<file path="config.mk">
export PLATFORM = sky130hd
export DESIGN_NAME = dff_deser_flat
export DESIGN_NICKNAME = d
export VERILOG_FILES = /design/src/rtl/dff_deser_pkg.sv /design/src/rtl/dff_deser_if.sv /design/src/rtl/dff_deser_shift.sv /design/src/rtl/dff_deser.sv /design/src/flat_wrapper.sv
export SDC_FILE = /design/constraint.sdc
export NUM_CORES = 1
export LEC_CHECK = 0
export ABC_AREA = 1
export BUFFER_PORTS_ARGS = -buffer_cell sky130_fd_sc_hd__clkbuf_2
export CAP_MARGIN = 10
export CORE_ASPECT_RATIO = 0.5
export CORE_MARGIN = 3
export CORE_UTILIZATION = 36
export CTS_CLUSTER_SIZE = 16
export DETAILED_ROUTE_END_ITERATION = 16
export PLACE_DENSITY = 0.53
export REMOVE_ABC_BUFFERS = 1
export SYNTH_ARGS = -nofsm -noshare
export SYNTH_HDL_FRONTEND = slang
export SYNTH_SLANG_ARGS = --single-unit
</file>
<file path="constraint.sdc">
create_clock -name clk -period 1.3 [get_ports clk]
set_clock_uncertainty 0.05 [all_clocks]
set_input_delay 0.13 -clock clk [delete_from_list [all_inputs] [get_ports clk]]
set_output_delay 0.13 -clock clk [all_outputs]
set_load 0.02 [all_outputs]
</file>
<file path="src/rtl/dff_deser_pkg.sv">
// dff_deser shared definitions: collect-FSM encodings and counter sizing.
// Optional build macro: DFF_DESER_PARITY_EN (adds a trailing even-parity bit).
package dff_deser_pkg;

  typedef logic [1:0] state_t;

  localparam state_t IDLE   = 2'd0;
  localparam state_t SHIFT  = 2'd1;
  localparam state_t PARITY = 2'd2;

  function automatic int cnt_w(input int w);
    return $clog2(w + 1);
  endfunction

endpackage

</file>
<file path="src/rtl/dff_deser_if.sv">
// dff_deser serial-in / word-out bundle.
// Optional build macro: DFF_DESER_PARITY_EN (adds parity_err).
interface dff_deser_if #(
  parameter int WIDTH = 8
);

  logic             bit_valid;
  logic             bit_in;
  logic [WIDTH-1:0] word_out;
  logic             word_valid;
  logic             word_ready;
  logic             overrun;
  logic             busy;
`ifdef DFF_DESER_PARITY_EN
  logic             parity_err;

  modport master (
    output bit_valid, bit_in, word_ready,
    input  word_out, word_valid, overrun, busy, parity_err
  );

  modport slave (
    input  bit_valid, bit_in, word_ready,
    output word_out, word_valid, overrun, busy, parity_err
  );
`else
  modport master (
    output bit_valid, bit_in, word_ready,
    input  word_out, word_valid, overrun, busy
  );

  modport slave (
    input  bit_valid, bit_in, word_ready,
    output word_out, word_valid, overrun, busy
  );
`endif

endinterface

</file>
<file path="src/rtl/dff_deser_shift.sv">
// dff_deser shift register, bit counter and word-done pulse.
// word presents the word including the bit being shifted this cycle.
module dff_deser_shift
  import dff_deser_pkg::*;
#(
  parameter int WIDTH     = 8,
  parameter bit MSB_FIRST = 1'b1
) (
  input  logic             clk,
  input  logic             clr,
  input  logic             en,
  input  logic             din,
  output logic [WIDTH-1:0] word,
  output logic             done
);

  localparam int            CW   = cnt_w(WIDTH);
  localparam logic [CW-1:0] LAST = CW'(WIDTH - 1);

  logic [WIDTH-1:0] data;
  logic [WIDTH-1:0] data_nxt;
  logic [CW-1:0]    cnt;

  // next shift value, direction chosen by MSB_FIRST
  always_comb begin
    if (MSB_FIRST)
      data_nxt = {data[WIDTH-2:0], din};
    else
      data_nxt = {din, data[WIDTH-1:1]};
  end

  assign done = en && (cnt == LAST);
  assign word = en ? data_nxt : data;

  // shift and count on each qualified bit; counter clears at word end
  always_ff @(posedge clk or negedge clr) begin
    if (!clr) begin
      data <= '0;
      cnt  <= '0;
    end else if (en) begin
      data <= data_nxt;
      cnt  <= done ? '0 : cnt + CW'(1);
    end
  end

endmodule

</file>
<file path="src/rtl/dff_deser.sv">
// dff_deser top: collect FSM, holding register, handshake and flags.
// Optional build macro: DFF_DESER_PARITY_EN (trailing even-parity bit).
module dff_deser
  import dff_deser_pkg::*;
#(
  parameter int WIDTH     = 8,
  parameter bit MSB_FIRST = 1'b1
) (
  input  logic        clk,
  input  logic        clr,
  dff_deser_if.slave  bus
);

  state_t           state;
  state_t           state_nxt;
  logic             shift_en;
  logic             complete;
  logic             done;
  logic             load;
  logic [WIDTH-1:0] word;

  dff_deser_shift #(
    .WIDTH     (WIDTH),
    .MSB_FIRST (MSB_FIRST)
  ) u_shift (
    .clk  (clk),
    .clr  (clr),
    .en   (shift_en),
    .din  (bus.bit_in),
    .word (word),
    .done (done)
  );

  // collect-state register
  always_ff @(posedge clk or negedge clr) begin
    if (!clr)
      state <= IDLE;
    else
      state <= state_nxt;
  end

  // next state, shift enable and word-complete strobe
  always_comb begin
    state_nxt = state;
    shift_en  = 1'b0;
    complete  = 1'b0;
    case (state)
      IDLE: begin
        if (bus.bit_valid) begin
          shift_en  = 1'b1;
          state_nxt = SHIFT;
        end
      end
      SHIFT: begin
        if (bus.bit_valid) begin
          shift_en = 1'b1;
          if (done) begin
`ifdef DFF_DESER_PARITY_EN
            state_nxt = PARITY;
`else
            state_nxt = IDLE;
            complete  = 1'b1;
`endif
          end
        end
      end
`ifdef DFF_DESER_PARITY_EN
      PARITY: begin
        if (bus.bit_valid) begin
          state_nxt = IDLE;
          complete  = 1'b1;
        end
      end
`endif
      default: state_nxt = IDLE;
    endcase
  end

  assign load     = complete && (!bus.word_valid || bus.word_ready);
  assign bus.busy = (state != IDLE);

  // holding register, handshake and sticky overrun
  always_ff @(posedge clk or negedge clr) begin
    if (!clr) begin
      bus.word_out   <= '0;
      bus.word_valid <= 1'b0;
      bus.overrun    <= 1'b0;
`ifdef DFF_DESER_PARITY_EN
      bus.parity_err <= 1'b0;
`endif
    end else begin
      if (load) begin
        bus.word_out   <= word;
        bus.word_valid <= 1'b1;
`ifdef DFF_DESER_PARITY_EN
        bus.parity_err <= (^word) ^ bus.bit_in;
`endif
      end else if (bus.word_valid && bus.word_ready) begin
        bus.word_valid <= 1'b0;
      end
      if (complete && !load)
        bus.overrun <= 1'b1;
    end
  end

endmodule

</file>
<file path="src/flat_wrapper.sv">
// flat-port wrapper written by rule: the top's interface ports become plain ports
module dff_deser_flat import dff_deser_pkg::*;
#(
  parameter int WIDTH     = 8,
  parameter bit MSB_FIRST = 1'b1
)
  (clk, clr, bus_bit_valid, bus_bit_in, bus_word_ready, bus_word_out, bus_word_valid, bus_overrun, bus_busy);
  dff_deser_if #(.WIDTH(WIDTH)) bus_i ();
  input  logic clk;
  input  logic clr;
  input wire logic [$bits(bus_i.bit_valid)-1:0] bus_bit_valid;
  input wire logic [$bits(bus_i.bit_in)-1:0] bus_bit_in;
  input wire logic [$bits(bus_i.word_ready)-1:0] bus_word_ready;
  output wire logic [$bits(bus_i.word_out)-1:0] bus_word_out;
  output wire logic [$bits(bus_i.word_valid)-1:0] bus_word_valid;
  output wire logic [$bits(bus_i.overrun)-1:0] bus_overrun;
  output wire logic [$bits(bus_i.busy)-1:0] bus_busy;
  assign bus_i.bit_valid = bus_bit_valid;
  assign bus_i.bit_in = bus_bit_in;
  assign bus_i.word_ready = bus_word_ready;
  assign bus_word_out = bus_i.word_out;
  assign bus_word_valid = bus_i.word_valid;
  assign bus_overrun = bus_i.overrun;
  assign bus_busy = bus_i.busy;
  dff_deser #(.WIDTH(WIDTH), .MSB_FIRST(MSB_FIRST)) u_core (.clk(clk), .clr(clr), .bus(bus_i));
endmodule
</file>
==> run summary <==
The die covers 0.00332 mm^2. Clock latency on the worst-skew pair, taken at its later pin, is 0.27 ns. The internal portion of the total power is 1.34 mW. For this design the total switching power over the nets is 0.718 mW.

The average footprint of a synthesized cell was 9.21 um^2; the depth of the CTS H-tree was 1. No sink is reached through more buffers than the 2 on the longest clock path. Summing every instance area after synthesis gives 948 um^2. Entering global routing, the biggest net connects 24 pins. The worst path needs 1.22 ns of the cycle, external delays included. The most common cell after layout, fill and taps aside is nand2_1. Combinational logic burns 29.0% of the power. At the end of the flow, the number of nets in the layout was 135. Clock-pin slew was measured on the worst setup and hold paths at 0.08 ns. The final layout contains routed wiring with a total length of 1.89 mm. Setup repair after global routing could not meet its margin everywhere. TritonCTS built the clock tree. The number of buffers created by CTS is 3.

Detailed placement finished with a half-perimeter wire length of 1.43 mm. Fraction of layout instances using a drive strength above 1: 25.0%. For this design, the slowest cell found on the critical path is dfrtp_1. VDD sags by at most 940 uV.

The tools report the clock tree root buffer cell as clkbuf_8. The post-route non-filler standard cell count came out at 163. Leaving out fill and tap cells, the most frequent cells in the layout are 51 x nand2_1, 23 x dfrtp_1, 15 x clkbuf_2. For this configuration, the core starts out at a cell density of 40.2%. For the combined area of the multi-input logic cells, the log shows 338 um^2. For this run, the register share of the synthesized area comes to 60.7%.

The fraction of synthesis flops using an asynchronous set or reset pin is 100%, and the antenna diode count is 0. Initial antenna violation count: 0. Net switching is 34.8% of the power.

The run finished with clean final reports. The congestion estimate from routability-driven global placement came to 0.731. Number of sinks on the clock net: 23.

The count of input and output buffers is 15. Via count of the first global-routing pass: 717. The number of placement rows was 12. The total global routing track utilization is 13.4%, and the horizontal die dimension is 78.6 um.

The sequential group share of total power was 49.0%; the power per cell area was 1740 mW/mm^2. During I/O placement, the number of pins put on the boundary was 16. STA classifies the critical path startpoint as a flip-flop.

Derived from the worst setup path, the maximum achievable clock frequency is 821 MHz. The height of the die was 42.3 um; the violation count after the first detailed-route iteration was 35. Category of the critical setup timing path: reg -> reg. After routing, the total negative slack on setup checks comes to 0 ns.

In this run the static leakage power is 0.647 nW. At the worst endpoint, the arrival time is 1.33 ns. In this run the worst path has a maximum fanout of 8.

The layout has 235 filler cells. For the number of hold violations in the final report, the log shows 0. The tools report the number of different library cells in the post-synthesis netlist as 19. The share of the clock period used by the worst path is 93.7%.

Across the run, the number of max-cap violations was 0. Headroom to the max-slew limit came out at 61.8%. The most used flip-flop cell after synthesis is dfrtp_1. The number of pins with negative max-slew slack in the final report was 0.

Core area: 0.00236 mm^2. The power consumption is 2.06 mW, and the detailed-route wire length per cell is 11.6 um. The first detailed-routing pass ran for 4 iterations. Data on the critical path is required at its endpoint by 1.41 ns.

For flop-to-flop paths, the worst setup slack is 0.08 ns. Yosys mapped a number of flops with a built-in enable equal to 0. After synthesis the netlist holds a flip-flop and latch count of 23. The count of nets left with antenna violations after detail routing was 0; the instance count after placement with tap cells included was 156. Setup violations remaining at the end of the flow were counted as 0.

STA classifies the critical path endpoint as a flip-flop. Traced cell by cell, the critical path runs through ha_1, nand2_2, nor2_4, nand3_4, nand2_1, nand2_1. After detailed routing, the number of remaining DRC violations is 0. The routed layout has 753 vias.

The tools report the part of the total power dissipated in the clock network as 22.0%. The run gives 3.44 mm as the wire length of the first global-routing pass. In this run the worst hold path is classified as in -> reg. The total overflow left after global routing is 0. The area growth from synthesis to layout was 24.5%; the largest incremental delay on the critical path was 0.36 ns.

The sequential cell area was 576 um^2; the ratio of routed vias to standard cells was 4.62. The cell count after synthesis is 103, and the total number of yosys warnings is 0. The transition time of the tightest slew-check pin works out to 0.573 ns.

Counting stages on the worst path, the most repeated cell is nand2_1.
[flip-flops by register name (all words and copies together), names as in the netlist]
signal                 cells
u_core.bus.word_out        8
u_core.u_shift.data        8
u_core.u_shift.cnt         4
u_core.bus.overrun         1
u_core.bus.word_valid      1
u_core.state               1
[worst max-delay path: cells and delay by family, from the launching register on]
kind                       cells  cell delay [ns]
DFF                            1             0.36
and+or+nand+nor                5             0.53
adders and majority gates      1             0.16
[per-stage QoR]
step                utilization, %  worst slack [ns]  area (um^2)  hold slack, ns
CTS                           49.0            0.0211         1150          0.0576
floorplan                        -           0.00653          925          -0.216
global placement              46.5            0.0641         1100           0.107
finish                        50.1            0.0815         1180          0.0586
global route                  50.1           -0.0334         1180          0.0647
detailed placement            46.5            0.0419         1100           0.107
[synth_stat cells, types with 2 or more instances]
library cell / count / area [um^2]
nand2_1: 51 / 191
dfrtp_1: 23 / 576
nand4_1: 9 / 56.3
inv_1: 4 / 15.0
clkbuf_1: 2 / 7.51
[metal layers]
layer	vias up	routed length [um]	GRT usage [%]
met5	-	0	0
met3	0	103	5.15
met4	0	0	2.09
met1	361	930	18.9
met2	12	857	19.7
li1	380	-	-
[layout make-up]
class	count	share of cell area (%)
Clock buffer	3	3.50
Clock inverter	1	0.636
Sequential cell	23	48.7
Timing Repair Buffer	25	13.2
Multi-Input combinational cell	71	28.6
Tap cell	35	3.71
Inverter	5	1.59
[logic make-up after synthesis]
kind of cell | Yosys count | synth area share [%]
xor+xnor | 1 | 0.924
flops | 23 | 60.7
fa+ha+maj | 1 | 1.32
simple gates | 65 | 29.9
buf+inv | 9 | 4.48
compound gates | 4 | 2.64
[power by group through the flow]
stage | combinational [mW] | sequential (mW) | clock (mW)
final | 0.598 | 1.01 | 0.453
after global routing | 0.676 | 1.04 | 0.509
after CTS | 0.600 | 1.01 | 0.473
after detailed placement | 0.597 | 1.02 | 0
after global placement | 0.593 | 1.02 | 0
after floorplan | 0.231 | 1.14 | 0
[what timing repair did]
action                                 in CTS  in global routing
hold buffers                                1                  0
endpoints found under the hold margin      23                  0
setup endpoints to repair                   0                  9
buffers inserted                            0                  2
resized for setup                           0                  2
[path summary, 6_finish.rpt]
path,depth (start not counted),from,to
min reg2reg,1,u_core.bus.overrun,u_core.bus.overrun
min in group asynchronous,2,clr,u_core.u_shift.cnt[2]
max in group asynchronous,2,clr,u_core.bus.overrun
max,6,u_core.u_shift.cnt[0],u_core.bus.word_out[6]
min,3,bus_bit_in,u_core.u_shift.data[0]
max reg2reg,6,u_core.u_shift.cnt[0],u_core.bus.word_out[6]
(Power assumes the default switching activity.)
